$ cat src/rtl/fpga_status_led_pkg.sv
// Shared types and constants for the FPGA status LED controller and its channels.
package fpga_status_led_pkg;

    typedef enum logic [1:0] {
        LED_OFF     = 2'b00,
        LED_ON      = 2'b01,
        LED_BLINK   = 2'b10,
        LED_STRETCH = 2'b11
    } led_mode_e;

    typedef logic [1:0] led_rate_t;

    localparam led_rate_t EXIT_FAIL_RATE = 2'd3;

    // src[3] is the prescaler MSB; a higher rate picks a lower (faster) bit.
    function automatic logic blink_pick(input logic [3:0] src, input led_rate_t rate);
        return src[2'd3 - rate];
    endfunction

endpackage

$ cat src/rtl/status_led_channel.sv
// One LED channel: mode/rate registers, event stretch counter and lit-state mux.
module status_led_channel
    import fpga_status_led_pkg::*;
#(
    parameter int        STRETCH_WIDTH = 20,
    parameter led_mode_e RESET_MODE    = LED_OFF
) (
    input  logic        clk_i,
    input  logic        rst_i,
    input  logic        cfg_we_i,
    input  led_mode_e   cfg_mode_i,
    input  led_rate_t   cfg_rate_i,
    input  logic        event_i,
    input  logic [3:0]  blink_src_i,
    output logic        lit_o
);

    led_mode_e                mode_q;
    led_rate_t                rate_q;
    logic [STRETCH_WIDTH-1:0] stretch_q;

    // NOTE: sequential state uses non-blocking assignments so every register samples pre-edge values.
    always_ff @(posedge clk_i or posedge rst_i) begin
        if (rst_i) begin
            mode_q <= RESET_MODE;
            rate_q <= '0;
        end else if (cfg_we_i) begin
            mode_q <= cfg_mode_i;
            rate_q <= cfg_rate_i;
        end
    end

    // Runs in every mode so switching to STRETCH shows an in-flight pulse.
    always_ff @(posedge clk_i or posedge rst_i) begin
        if (rst_i) begin
            stretch_q <= '0;
        end else if (event_i) begin
            stretch_q <= '1;
        end else if (stretch_q != '0) begin
            stretch_q <= stretch_q - STRETCH_WIDTH'(1);
        end
    end

    // NOTE: default assigned first so no path through the case can infer a latch.
    always_comb begin
        lit_o = 1'b0;
        unique case (mode_q)
            LED_OFF:     lit_o = 1'b0;
            LED_ON:      lit_o = 1'b1;
            LED_BLINK:   lit_o = blink_pick(blink_src_i, rate_q);
            LED_STRETCH: lit_o = (stretch_q != '0);
            default:     lit_o = 1'b0;
        endcase
    end

endmodule

$ cat src/rtl/fpga_status_led_ctrl.sv
// Board status LED controller: prescaler, per-channel LEDs, sticky exit override on channel 0.
// Optional global PWM dimming when STATUS_LED_PWM_EN is defined.
module fpga_status_led_ctrl
    import fpga_status_led_pkg::*;
#(
    parameter int NUM_LEDS      = 4,
    parameter int CNT_WIDTH     = 27,
    parameter int STRETCH_WIDTH = 20
) (
    input  logic                        clk_i,
    input  logic                        rst_i,
    input  logic                        cfg_we_i,
    input  logic [$clog2(NUM_LEDS)-1:0] cfg_ch_i,
    input  logic [1:0]                  cfg_mode_i,
    input  logic [1:0]                  cfg_rate_i,
    input  logic [NUM_LEDS-1:0]         event_i,
    input  logic                        exit_valid_i,
    input  logic [31:0]                 exit_value_i,
    input  logic [3:0]                  brightness_i,
    output logic [NUM_LEDS-1:0]         led_o,
    output logic                        heartbeat_o,
    output logic                        exit_latched_o
);

    localparam int CH_W = $clog2(NUM_LEDS);

    logic [CNT_WIDTH-1:0] cnt_q;
    logic [3:0]           blink_src;
    logic                 exit_valid_prev_q;
    logic                 exit_latched_q;
    logic                 exit_fail_q;
    logic [NUM_LEDS-1:0]  lit;
    logic [NUM_LEDS-1:0]  led_next;
    logic [NUM_LEDS-1:0]  led_d;
    logic [NUM_LEDS-1:0]  led_q;

    always_ff @(posedge clk_i or posedge rst_i) begin
        if (rst_i) begin
            cnt_q <= '0;
        end else begin
            cnt_q <= cnt_q + CNT_WIDTH'(1);
        end
    end

    assign heartbeat_o = cnt_q[CNT_WIDTH-1];
    assign blink_src   = cnt_q[CNT_WIDTH-1 -: 4];

    // First rising edge of exit_valid_i wins; the verdict stays until reset.
    always_ff @(posedge clk_i or posedge rst_i) begin
        if (rst_i) begin
            exit_valid_prev_q <= 1'b0;
            exit_latched_q    <= 1'b0;
            exit_fail_q       <= 1'b0;
        end else begin
            exit_valid_prev_q <= exit_valid_i;
            if (exit_valid_i && !exit_valid_prev_q && !exit_latched_q) begin
                exit_latched_q <= 1'b1;
                exit_fail_q    <= (exit_value_i != 32'd0);
            end
        end
    end

    assign exit_latched_o = exit_latched_q;

    for (genvar k = 0; k < NUM_LEDS; k++) begin : g_ch
        status_led_channel #(
            .STRETCH_WIDTH (STRETCH_WIDTH),
            .RESET_MODE    ((k == 0) ? LED_BLINK : LED_OFF)
        ) u_ch (
            .clk_i       (clk_i),
            .rst_i       (rst_i),
            .cfg_we_i    (cfg_we_i && (cfg_ch_i == CH_W'(k))),
            .cfg_mode_i  (led_mode_e'(cfg_mode_i)),
            .cfg_rate_i  (cfg_rate_i),
            .event_i     (event_i[k]),
            .blink_src_i (blink_src),
            .lit_o       (lit[k])
        );
    end

    always_comb begin
        led_next = lit;
        if (exit_latched_q) begin
            led_next[0] = exit_fail_q ? blink_pick(blink_src, EXIT_FAIL_RATE) : 1'b1;
        end
    end

`ifdef STATUS_LED_PWM_EN
    logic [3:0] frame_q;
    logic       pwm_on;

    always_ff @(posedge clk_i or posedge rst_i) begin
        if (rst_i) begin
            frame_q <= '0;
        end else begin
            frame_q <= frame_q + 4'd1;
        end
    end

    // Full-scale brightness must never drop a frame.
    assign pwm_on = (brightness_i == 4'hF) || (frame_q < brightness_i);
    assign led_d  = led_next & {NUM_LEDS{pwm_on}};
`else
    logic unused_brightness;
    assign unused_brightness = ^brightness_i;
    assign led_d             = led_next;
`endif

    always_ff @(posedge clk_i or posedge rst_i) begin
        if (rst_i) begin
            led_q <= '0;
        end else begin
            led_q <= led_d;
        end
    end

    assign led_o = led_q;

endmodule

$ cat config.mk
export PLATFORM = sky130hd
export DESIGN_NAME = fpga_status_led_ctrl
export DESIGN_NICKNAME = d
export VERILOG_FILES = /design/src/rtl/fpga_status_led_pkg.sv /design/src/rtl/status_led_channel.sv /design/src/rtl/fpga_status_led_ctrl.sv
export SDC_FILE = /design/constraint.sdc
export NUM_CORES = 1
export LEC_CHECK = 0
export ABC_AREA = 0
export CAP_MARGIN = 20
export CORE_MARGIN = 1
export CORE_UTILIZATION = 36
export CTS_CLUSTER_DIAMETER = 40
export CTS_CLUSTER_SIZE = 28
export DETAILED_ROUTE_END_ITERATION = 8
export HOLD_SLACK_MARGIN = 0.05
export PLACE_DENSITY_LB_ADDON = 0.05
export SYNTH_ARGS = -nofsm -noshare
export SYNTH_HDL_FRONTEND = slang
export SYNTH_SLANG_ARGS = --single-unit
$ cat constraint.sdc
create_clock -name clk_i -period 4.6 [get_ports clk_i]
set_input_delay 1.38 -clock clk_i [delete_from_list [all_inputs] [get_ports clk_i]]
set_output_delay 1.38 -clock clk_i [all_outputs]
set_load 0.02 [all_outputs]
==> results.md, run 1 <==
- Die Area: 18400 µm²
- Register area: 3250 µm²
- CP cell instances: clkdlybuf4s50_1
- Mean Syn Cell Area: 10.5 µm²
- Footprint of the multi-input gates: 3060 µm²
- Row Count: 48
- Chip width: 136 µm
- Crit path DAT: 1570 ps
- Grt ovf: 0
- Final WL: 13100 µm
- Cts hold-fix bufs: 0
- Crit path kind: flip-flop to output port
- Crit path max fanout: 6
- Crit start category: flip-flop
- Post-CTS Setup Repair Bufs: 0
- Initial antenna violation count: 0
- Clock latency on the worst-skew pair: 410 ps
- Core area: 17400 µm²
- Synthesized area: 6450 µm²
- Design Power: 2.62 mW
- Root buffer cell: clkbuf_16
- Status: finished, final reports clean
- DR vias: 4807
- Htree depth: 4
- Reg power frac: 0.464
- Post-detail-place hpwl: 9000 µm
- GRT Util Overall: 0.156
- Most frequent cells in the layout: 129 x dfrtp_1, 51 x clkdlybuf4s50_1, 43 x xnor2_1, 38 x nor2_1, 36 x nand2_1
- Max-slew headroom: 0.424
- Vias in the first global route: 4788
- Drt first pass iters: 5
- Slowest stage delay, CP: 700 ps
- EDFF count, synth: 0
- Post-DR vias/cell: 5.28
- Crit. End Element: output port
- Routability cong.: 0.764
- Fin. Hold Viols: 0
- Max Cap Violations: 0
- Pins Over Slew Limit: 0
- Critical path depth: 1
- LEAKAGE: 2.64 nW
- TritonCTS clock tree: built
- Layout cells sized above 1: 0.102
- Sw Pwr: 596 µW
- R2r worst-path depth: 5
- I/O Pins: 56
- First-pass GRT wire length: 22700 µm
- CTS Buffer Depth: 2
- Maximum VDD drop: 277 µV
- Post-synthesis sequential area ratio: 0.505
- Largest net degree at the start of global routing: 67
- Antenna Cells: 0
- Clock net sink count: 130
- Main synth FF type: dfrtp_1
- Syn Nets: 670
- Layout fillers: 1649
- Syn Inst Count: 614
- DR WL/cell: 14.4 µm
- Switching Share: 0.227
- Number of library cell types mapped by synthesis: 55
- Post-route ant nets: 0
- Yosys warnings: 0
- Buf/Inv on CP: 1
- Final setup vio count: 0
- Slowest-stage cell, CP: clkdlybuf4s50_1
- Fin crit share: 0.642
- Die height: 136 µm
- Port bufs: 51
- Initial Util: 0.370
- HP Class: flip-flop to flip-flop
- Worst endpoint required time: 3220 ps
- Skew final: 9.16 ps
- Cell Pwr Density: 338 nW/µm²
- Post-synth ARST share: 1.00
- P&R area growth vs syn: 20.5%
- Nets: 728
- Gate power share: 0.068
- Most common cell after layout, fill and taps aside: dfrtp_1
- Reg clk slew, reported paths: 60 ps
- Initial drt markers: 201
- Worst hold stages: 1
- Fin crit period: 2950 ps
- TritonCTS Buffers: 17
- RSZ-0062 raised after global routing: no
- CTS resizes: 0
- Internal: 2.03 mW
- Drt drc: 0
- #FFs+latches synth: 130
- Clk pwr share: 0.467
- Slew @ Worst Pin: 852 ps
- Family with the most delay on the worst path: buffers and inverters
- Setup TNS Final: 0 ps
- Fmax: 0.339 GHz
## layer usage
metal	GRT usage	part of all wire	vias to the layer above
li1	-	-	2353
met5	0	0	-
met4	0.0599	0.014	0
met1	0.199	0.48	2329
met2	0.247	0.45	109
met3	0.0462	0.056	16
## logic make-up (layout without fill, tap and decap cells)
family | after synthesis | after routing | synth area share
buffers and inverters | 32 | 103 | 0.0200
muxes | 24 | 24 | 0.0481
AOI/OAI and AO/OA | 84 | 84 | 0.0879
DFF | 130 | 130 | 0.505
and+or+nand+nor | 272 | 272 | 0.238
xor gates and xnor gates | 66 | 66 | 0.0897
adders and majority gates | 6 | 6 | 0.0116
## worst paths after layout
| path | to | start | slack [ps] |
|---|---|---|---|
| worst max-delay path | heartbeat_o | cnt_q[26] | 1650 |
| worst min-delay path | cnt_q[20] | cnt_q[20] | 470 |
| worst max register to register | g_ch[2].u_ch.stretch_q[13] | g_ch[2].u_ch.stretch_q[2] | 2050 |
| worst min register to register | cnt_q[20] | cnt_q[20] | 470 |
| max in group asynchronous | cnt_q[1] | rst_i | 2630 |
| min in group asynchronous | g_ch[2].u_ch.stretch_q[12] | rst_i | 1310 |
## metrics by stage
step / util / hold slack, ps / area (µm²) / setup WS, ps / instances
after floorplan: - / 438 / 6450 / 1610 / 614
after global placement: 0.415 / 452 / 7220 / 1480 / 878
after detailed placement: 0.415 / 456 / 7220 / 1450 / 878
after CTS: 0.446 / 468 / 7770 / 1610 / 910
after global routing: 0.446 / 480 / 7770 / 1550 / 910
final: 0.446 / 471 / 7770 / 1650 / 910
## power groups by stage
stage / clock network, mW / logic [mW] / registers (mW)
finish: 1.23 / 0.179 / 1.22
global placement: 0 / 0.178 / 1.24
CTS: 1.27 / 0.184 / 1.22
global route: 1.32 / 0.198 / 1.22
detailed placement: 0 / 0.183 / 1.24
floorplan: 0 / 0.0925 / 1.24
## final cells by class
class	count	area share
repair buffers	53	0.0709
clock inverters	9	0.00741
inverters	18	0.00918
flip-flops and latches	130	0.419
clock buffers	23	0.0628
well taps	225	0.0362
multi-input cells	452	0.394
## synthesized netlist by cell type, drive strengths merged, types with 6 or more instances
cell    instances  share of area
xnor2          43          0.058
nor2b           8         0.0078
nor4b           6          0.011
nand2          36          0.021
ha              6          0.012
nand3          30          0.023
mux2           16          0.028
nand4          12          0.012
a31oi           6         0.0058
o21ai          18          0.017
a21oi          21          0.016
nand2b         28          0.027
o31ai          14          0.016
or3            17          0.016
or4            18          0.022
clkbuf         11         0.0064
xor2           23          0.031
nor4           21          0.020
inv            18          0.010
nor2           41          0.025
and3           13          0.013
nor3           27          0.021
dfrtp         129           0.50
## sequential cells by signal, summed over array words and instances (netlist names)
signal / count
cnt_q: 27
exit_fail_q: 1
exit_latched_o: 1
exit_valid_prev_q: 1
g_ch.u_ch.mode_q: 8
g_ch.u_ch.rate_q: 8
g_ch.u_ch.stretch_q: 80
led_o: 4
(Power assumes the default switching activity.)
==> run 2, diff against run 1 <==
==> constraint.sdc (replaced) <==
create_clock -name clk_i -period 2.95 [get_ports clk_i]
set_input_delay 0.885 -clock clk_i [delete_from_list [all_inputs] [get_ports clk_i]]
set_output_delay 0.885 -clock clk_i [all_outputs]
set_load 0.02 [all_outputs]
==> run 2 against run 1 <==
Total power increased by 65%. Count of clock-buffer cells in the layout shrank 4. Non-clock buffer count is 7 higher. Critical path depth rose by 6. Combinational power grew 56%. Wire length grew 0.21%. Critical path type is now flip-flop to flip-flop. Critical endpoint is now g_ch[3].u_ch.stretch_q[1]. Largest power group unchanged.
==> results.md, run 2 (synthesis gave the netlist of run 1 again) <==
- CTS resizes: 0 (unchanged)
- Grt ovf: 0 (unchanged)
- Chip width: 136 µm (unchanged)
- Regs by FF count: g_ch.u_ch.stretch_q (80), cnt_q (27)
- Pins Over Slew Limit: 0 (unchanged)
- Routability cong.: 0.762 (-0.26%)
- Final setup vio count: 0 (unchanged)
- Row Count: 48 (unchanged)
- Crit. End Element: flip-flop
- TritonCTS Buffers: 17 (unchanged)
- Internal: 3.37 mW (+67%)
- Hold slack final: 466 ps (-5.13 ps)
- Maximum VDD drop: 365 µV (+32%)
- Htree depth: 4 (unchanged)
- Antenna Cells: 0 (unchanged)
- Gate power share: 0.065 (-0.003)
- Met1 usage: 0.208 (+0.00860)
- Top reg by flops: g_ch.u_ch.stretch_q
- Fin crit share: 0.870
- Reg power frac: 0.439 (-0.025)
- Placed cell areas: 7270 µm² (+0.73%)
- Fin. Hold Viols: 0 (unchanged)
- Largest net degree at the start of global routing: 58 (-13%)
- Cell Pwr Density: 549 nW/µm² (+63%)
- Crit path DAT: 2850 ps (+1280 ps)
- RR Startpoint: g_ch[3].u_ch.stretch_q[0]
- Post-detail-place hpwl: 9050 µm (+0.52%)
- Die height: 136 µm (unchanged)
- Global routing usage on met2: 0.243 (-0.00425)
- Reg clk slew, reported paths: 60 ps (about the same)
- Layout cells sized above 1: 0.114 (+0.0120)
- Drt drc: 0 (unchanged)
- Clock latency on the worst-skew pair: 410 ps (about the same)
- Post-CTS Setup Repair Bufs: 0 (unchanged)
- DR WL/cell: 14.3 µm (-0.56%)
- Max Cap Violations: 0 (unchanged)
- LEAKAGE: 2.69 nW (+2.1%)
- Switching Share: 0.220 (-0.00688)
- Drt first pass iters: 4 (-1)
- R2r worst-path depth: 7 (+2)
- Final WL: 13100 µm (+0.21%)
- Worst hold stages: 1 (unchanged)
- Most common cell after layout, fill and taps aside: dfrtp_1
- First-pass GRT wire length: 22800 µm (+0.73%)
- R2r endpoint: g_ch[3].u_ch.stretch_q[1]
- Die Area: 18400 µm² (unchanged)
- Status: finished, final reports clean
- Port bufs: 51 (unchanged)
- Max FFs per register: 80 (unchanged)
- Final setup margin: 382 ps (-1260 ps)
- Footprint of the multi-input gates: 3060 µm² (unchanged)
- Worst endpoint required time: 3240 ps (+20 ps)
- P&R area growth vs syn: 22.3%
- TritonCTS clock tree: built
- Layout fillers: 1613 (-2.2%)
- Fin crit period: 2570 ps
- Most frequent cells in the layout: 129 x dfrtp_1, 51 x clkdlybuf4s50_1, 43 x xnor2_1, 38 x nor2_1, 36 x nand2_1
- Gr busiest metal: met2
- Core area: 17400 µm² (unchanged)
- Skew final: 12.4 ps (+3.28 ps)
- Slew @ Worst Pin: 692 ps (-161 ps)
- Cts hold-fix bufs: 0 (unchanged)
- Post-route ant nets: 0 (unchanged)
- Initial Util: 0.370 (unchanged)
- Worst Hold Path EP: cnt_q[20]
- Max-slew headroom: 0.537 (+0.114)
- DR vias: 4793 (-0.29%)
- Crit start category: flip-flop
- Register area: 3250 µm² (unchanged)
- Setup TNS Final: 0 ps (unchanged)
- Fmax: 0.389 GHz
- Clock net sink count: 130 (unchanged)
- Initial drt markers: 254 (+26%)
- Design Power: 4.33 mW (+65%)
- HP Class: flip-flop to flip-flop
- Initial antenna violation count: 1 (+1)
- GRT Util Overall: 0.157 (+0.00109)
- Crit path kind: flip-flop to flip-flop
- Post-DR vias/cell: 5.23 (-1.1%)
- Worst reg-to-reg setup slack: 380 ps (-1670 ps)
- Nets: 735 (+0.96%)
- Sw Pwr: 954 µW (+60%)
- Vias in the first global route: 4743 (-0.94%)
- I/O Pins: 56 (unchanged)
- Clk pwr share: 0.497 (+0.030)
- Root buffer cell: clkbuf_16
- RSZ-0062 raised after global routing: no
- CTS Buffer Depth: 2 (unchanged)
- Met3 GRT Util: 0.0496 (+0.00336)
- Dpl ws: 376 ps (-1070 ps)
- Finished Cell Area: 7890 µm² (+1.5%)
- Worst hold path startpoint: cnt_q[20]
- Crit path max fanout: 9 (+3)
-- run 2: cell types whose count changed in the layout (fill, tap and decap cells not counted), sizes merged --
| cell | delta |
|---|---|
| bufinv | +3 |
| clkbuf | -4 |
| clkinv | -2 |
| buf | +7 |
| clkinvlp | +3 |
-- run 2: how the worst max path moves through the flow --
stage	from	end	slack, ps	cells past startpoint
global route	g_ch[3].u_ch.stretch_q[0]	g_ch[3].u_ch.stretch_q[1]	210	7
detailed placement	g_ch[3].u_ch.stretch_q[0]	g_ch[3].u_ch.stretch_q[7]	380	7
global placement	g_ch[3].u_ch.stretch_q[0]	g_ch[3].u_ch.stretch_q[1]	420	7
finish	g_ch[3].u_ch.stretch_q[0]	g_ch[3].u_ch.stretch_q[1]	380	7
floorplan	rst_i	cnt_q[0]	460	1
CTS	g_ch[3].u_ch.stretch_q[0]	g_ch[3].u_ch.stretch_q[1]	370	7
-- run 2: power groups by stage --
stage / clock [mW] / combinational (mW) / sequential (mW)
floorplan: 0 / 0.144 / 1.93
global placement: 0 / 0.280 / 1.93
detailed placement: 0 / 0.286 / 1.93
CTS: 2.22 / 0.287 / 1.90
global route: 2.30 / 0.313 / 1.91
finish: 2.15 / 0.279 / 1.90
-- run 2: worst max-delay path, cell delays in order (launching register included) --
cell     delay, ps
dfrtp_1        410
inv_1          110
ha_1           190
or4b_1         530
or3_1          530
nor2_2         330
nor2_1          70
a211o_1        270
-- run 2: per-layer routing --
| metal | vias to the layer above | share of wire |
|---|---|---|
| li1 | 2375 | - |
| met1 | 2329 | 0.49 |
| met2 | 81 | 0.46 |
| met3 | 8 | 0.045 |
| met4 | 0 | 0.0072 |
| met5 | - | 0 |
-- run 2: cell type report --
type                       instances  share of cell area
multi-input combinational        452               0.388
inverter                          18             0.00904
sequential                       130               0.413
clock inverter                    13              0.0203
tap                              225              0.0357
timing repair buffer              60              0.0765
clock buffer                      19              0.0574
-- run 2: metrics by stage --
step,utilization,instances
after global placement,0.418,885
after CTS,0.453,917
after detailed placement,0.418,885
after floorplan,-,614
after global routing,0.453,917
final,0.453,917
==> run 3, diff against run 2 <==
--- a/config.mk
+++ b/config.mk
@@ -7,7 +7,7 @@
 export LEC_CHECK = 0
 export ABC_AREA = 0
 export CAP_MARGIN = 20
-export CORE_MARGIN = 1
+export CORE_MARGIN = 4
 export CORE_UTILIZATION = 36
 export CTS_CLUSTER_DIAMETER = 40
 export CTS_CLUSTER_SIZE = 28
==> run 3 against run 2 <==
Final cell count fell by 0.11%. Non-clock buffer count is 1 lower. Clock skew down 3.4 ps. Sequential share of layout area increased by 0.33 points. Utilization is 0.36 points lower. Combinational power about the same. Flip-flop and latch count is the same. Critical path depth did not move. Count of clock-buffer cells in the layout up 2. First-iteration DRC count grew 8.3%. Highest routed layer unchanged.
==> results.md, run 3 (synthesis gave the netlist of run 1 again) <==
- Status: finished, final reports clean
- Most common cell on crit path: or3_1
- Antenna Cells: 0 (unchanged)
- Initial Util: 0.370 (unchanged)
- Slowest-stage cell, CP: or3_1
- Critical path destination: g_ch[3].u_ch.stretch_q[7]
- Drt drc: 0 (unchanged)
- Register area: 3250 µm² (unchanged)
- LEAKAGE: 2.69 nW (-0.22%)
- Die height: 142 µm (+4.4%)
- Crit path max fanout: 9 (unchanged)
- I/O Pins: 56 (unchanged)
- CTS resizes: 0 (unchanged)
- TritonCTS clock tree: built
- TritonCTS Buffers: 17 (unchanged)
- DR WL/cell: 14.6 µm (+1.9%)
- Clock latency on the worst-skew pair: 410 ps (about the same)
- RSZ-0062 raised after global routing: no
- Fin crit period: 2570 ps (+0.961 ps)
- Port bufs: 51 (unchanged)
- Max Cap Violations: 0 (unchanged)
- Most common cell after layout, fill and taps aside: dfrtp_1
- Most frequent cells in the layout: 129 x dfrtp_1, 51 x clkdlybuf4s50_1, 43 x xnor2_1, 38 x nor2_1, 36 x nand2_1
- Vias in the first global route: 4981 (+5.0%)
- Regs by FF count: g_ch.u_ch.stretch_q (80), cnt_q (27)
- Post-detail-place hpwl: 9290 µm (+2.6%)
- Crit. End Element: flip-flop
- Htree depth: 4 (unchanged)
- HP Class: flip-flop to flip-flop
- CTS Buffer Depth: 2 (unchanged)
- Final WL: 13400 µm (+1.8%)
- Reg clk slew, reported paths: 60 ps (about the same)
- Post-route ant nets: 0 (unchanged)
- Routability cong.: 0.746 (-2.1%)
- Slowest stage delay, CP: 540 ps (about the same)
- Grt ovf: 0 (unchanged)
- Footprint of the multi-input gates: 3060 µm² (unchanged)
- Fmax: 0.389 GHz (about the same)
- GRT Util Overall: 0.143 (-0.0140)
- Hold slack final: 468 ps (+1.33 ps)
- Clock net sink count: 130 (unchanged)
- Final setup vio count: 0 (unchanged)
- Drt first pass iters: 4 (unchanged)
- R2r endpoint: g_ch[3].u_ch.stretch_q[7]
- Skew final: 9.06 ps (-3.39 ps)
- Max-slew headroom: 0.558 (+0.0204)
- Crit path kind: flip-flop to flip-flop
- Fin. Hold Viols: 0 (unchanged)
- Crit path DAT: 2850 ps (about the same)
- Worst reg-to-reg setup slack: 380 ps (about the same)
- Top reg by flops: g_ch.u_ch.stretch_q
- Chip width: 142 µm (+4.4%)
- Largest net degree at the start of global routing: 60 (+3.4%)
- Crit start category: flip-flop
- Cts hold-fix bufs: 0 (unchanged)
- First-pass GRT wire length: 23500 µm (+2.9%)
- Nets: 734 (-0.14%)
- RR Startpoint: g_ch[3].u_ch.stretch_q[0]
- Layout fillers: 1667 (+3.3%)
- Pins Over Slew Limit: 0 (unchanged)
- CP startpoint: g_ch[3].u_ch.stretch_q[0]
- R2r worst-path depth: 7 (unchanged)
- Core area: 17400 µm² (unchanged)
- Initial drt markers: 275 (+8.3%)
- Layout cells sized above 1: 0.111 (-0.00273)
- Maximum VDD drop: 410 µV (+12%)
- Max FFs per register: 80 (unchanged)
- Die Area: 20100 µm² (+9.0%)
- Post-DR vias/cell: 5.26 (+0.59%)
- Fin crit share: 0.871 (about the same)
- P&R area growth vs syn: 21.4%
- Slew @ Worst Pin: 661 ps (-30.5 ps)
- Worst endpoint required time: 3230 ps (about the same)
- Row Count: 48 (unchanged)
- Cell Pwr Density: 530 nW/µm² (-3.4%)
- Setup TNS Final: 0 ps (unchanged)
- Initial antenna violation count: 0 (-1)
- Root buffer cell: clkbuf_16
- DR vias: 4816 (+0.48%)
- Post-CTS Setup Repair Bufs: 0 (unchanged)
- CP cell instances: inv_1 -> ha_1 -> or4b_1 -> or3_1 -> o21ai_4 -> nor4_1 -> or3_1
-- run 3: cell type report --
class	count	area share
Inverter	18	0.00911
Clock buffer	21	0.0601
Sequential cell	130	0.416
Clock inverter	11	0.0112
Timing Repair Buffer	59	0.0761
Multi-Input combinational cell	452	0.392
Tap cell	225	0.0360
-- run 3: routing by layer --
layer	wire, µm	GRT usage
met2	6100	0.225
met5	0	0
met1	6460	0.189
met4	191	0.0444
met3	607	0.0442
-- run 3: through the flow --
step,util,instance area (µm²),power (mW),setup slack [ps],std cells
after CTS,0.449,7830,4.22,379,916
final,0.449,7830,4.15,381,916
after global routing,0.449,7830,4.33,260,916
after global placement,0.417,7270,2.21,429,884
after detailed placement,0.417,7270,2.22,374,884
after floorplan,-,6450,2.08,457,614
-- run 3: worst min-delay path by stage --
stage / from / end / slack [ps] / cells past startpoint
after detailed placement: cnt_q[12] / cnt_q[12] / 460 / 1
after global routing: cnt_q[6] / cnt_q[6] / 480 / 1
after global placement: cnt_q[9] / cnt_q[9] / 450 / 1
after floorplan: cnt_q[12] / cnt_q[12] / 440 / 1
after CTS: cnt_q[12] / cnt_q[12] / 470 / 1
final: cnt_q[12] / cnt_q[12] / 470 / 1
-- run 3: report_power, final --
group | internal [mW] | total [mW] | leakage [nW] | switching [mW]
sequential | 1.85 | 1.90 | 1.34 | 0.0472
clock | 1.21 | 1.97 | 0.274 | 0.752
combinational | 0.152 | 0.280 | 1.07 | 0.128
total | 3.22 | 4.15 | 2.69 | 0.927
-- run 3: critical path, delay by kind of cell, from the launching register on --
| kind | cells | cell delay, ps |
|---|---|---|
| and+or+nand+nor | 4 | 1480 |
| DFF | 1 | 410 |
| AOI/OAI and AO/OA | 1 | 270 |
| adders and majority gates | 1 | 180 |
| buffers and inverters | 1 | 100 |
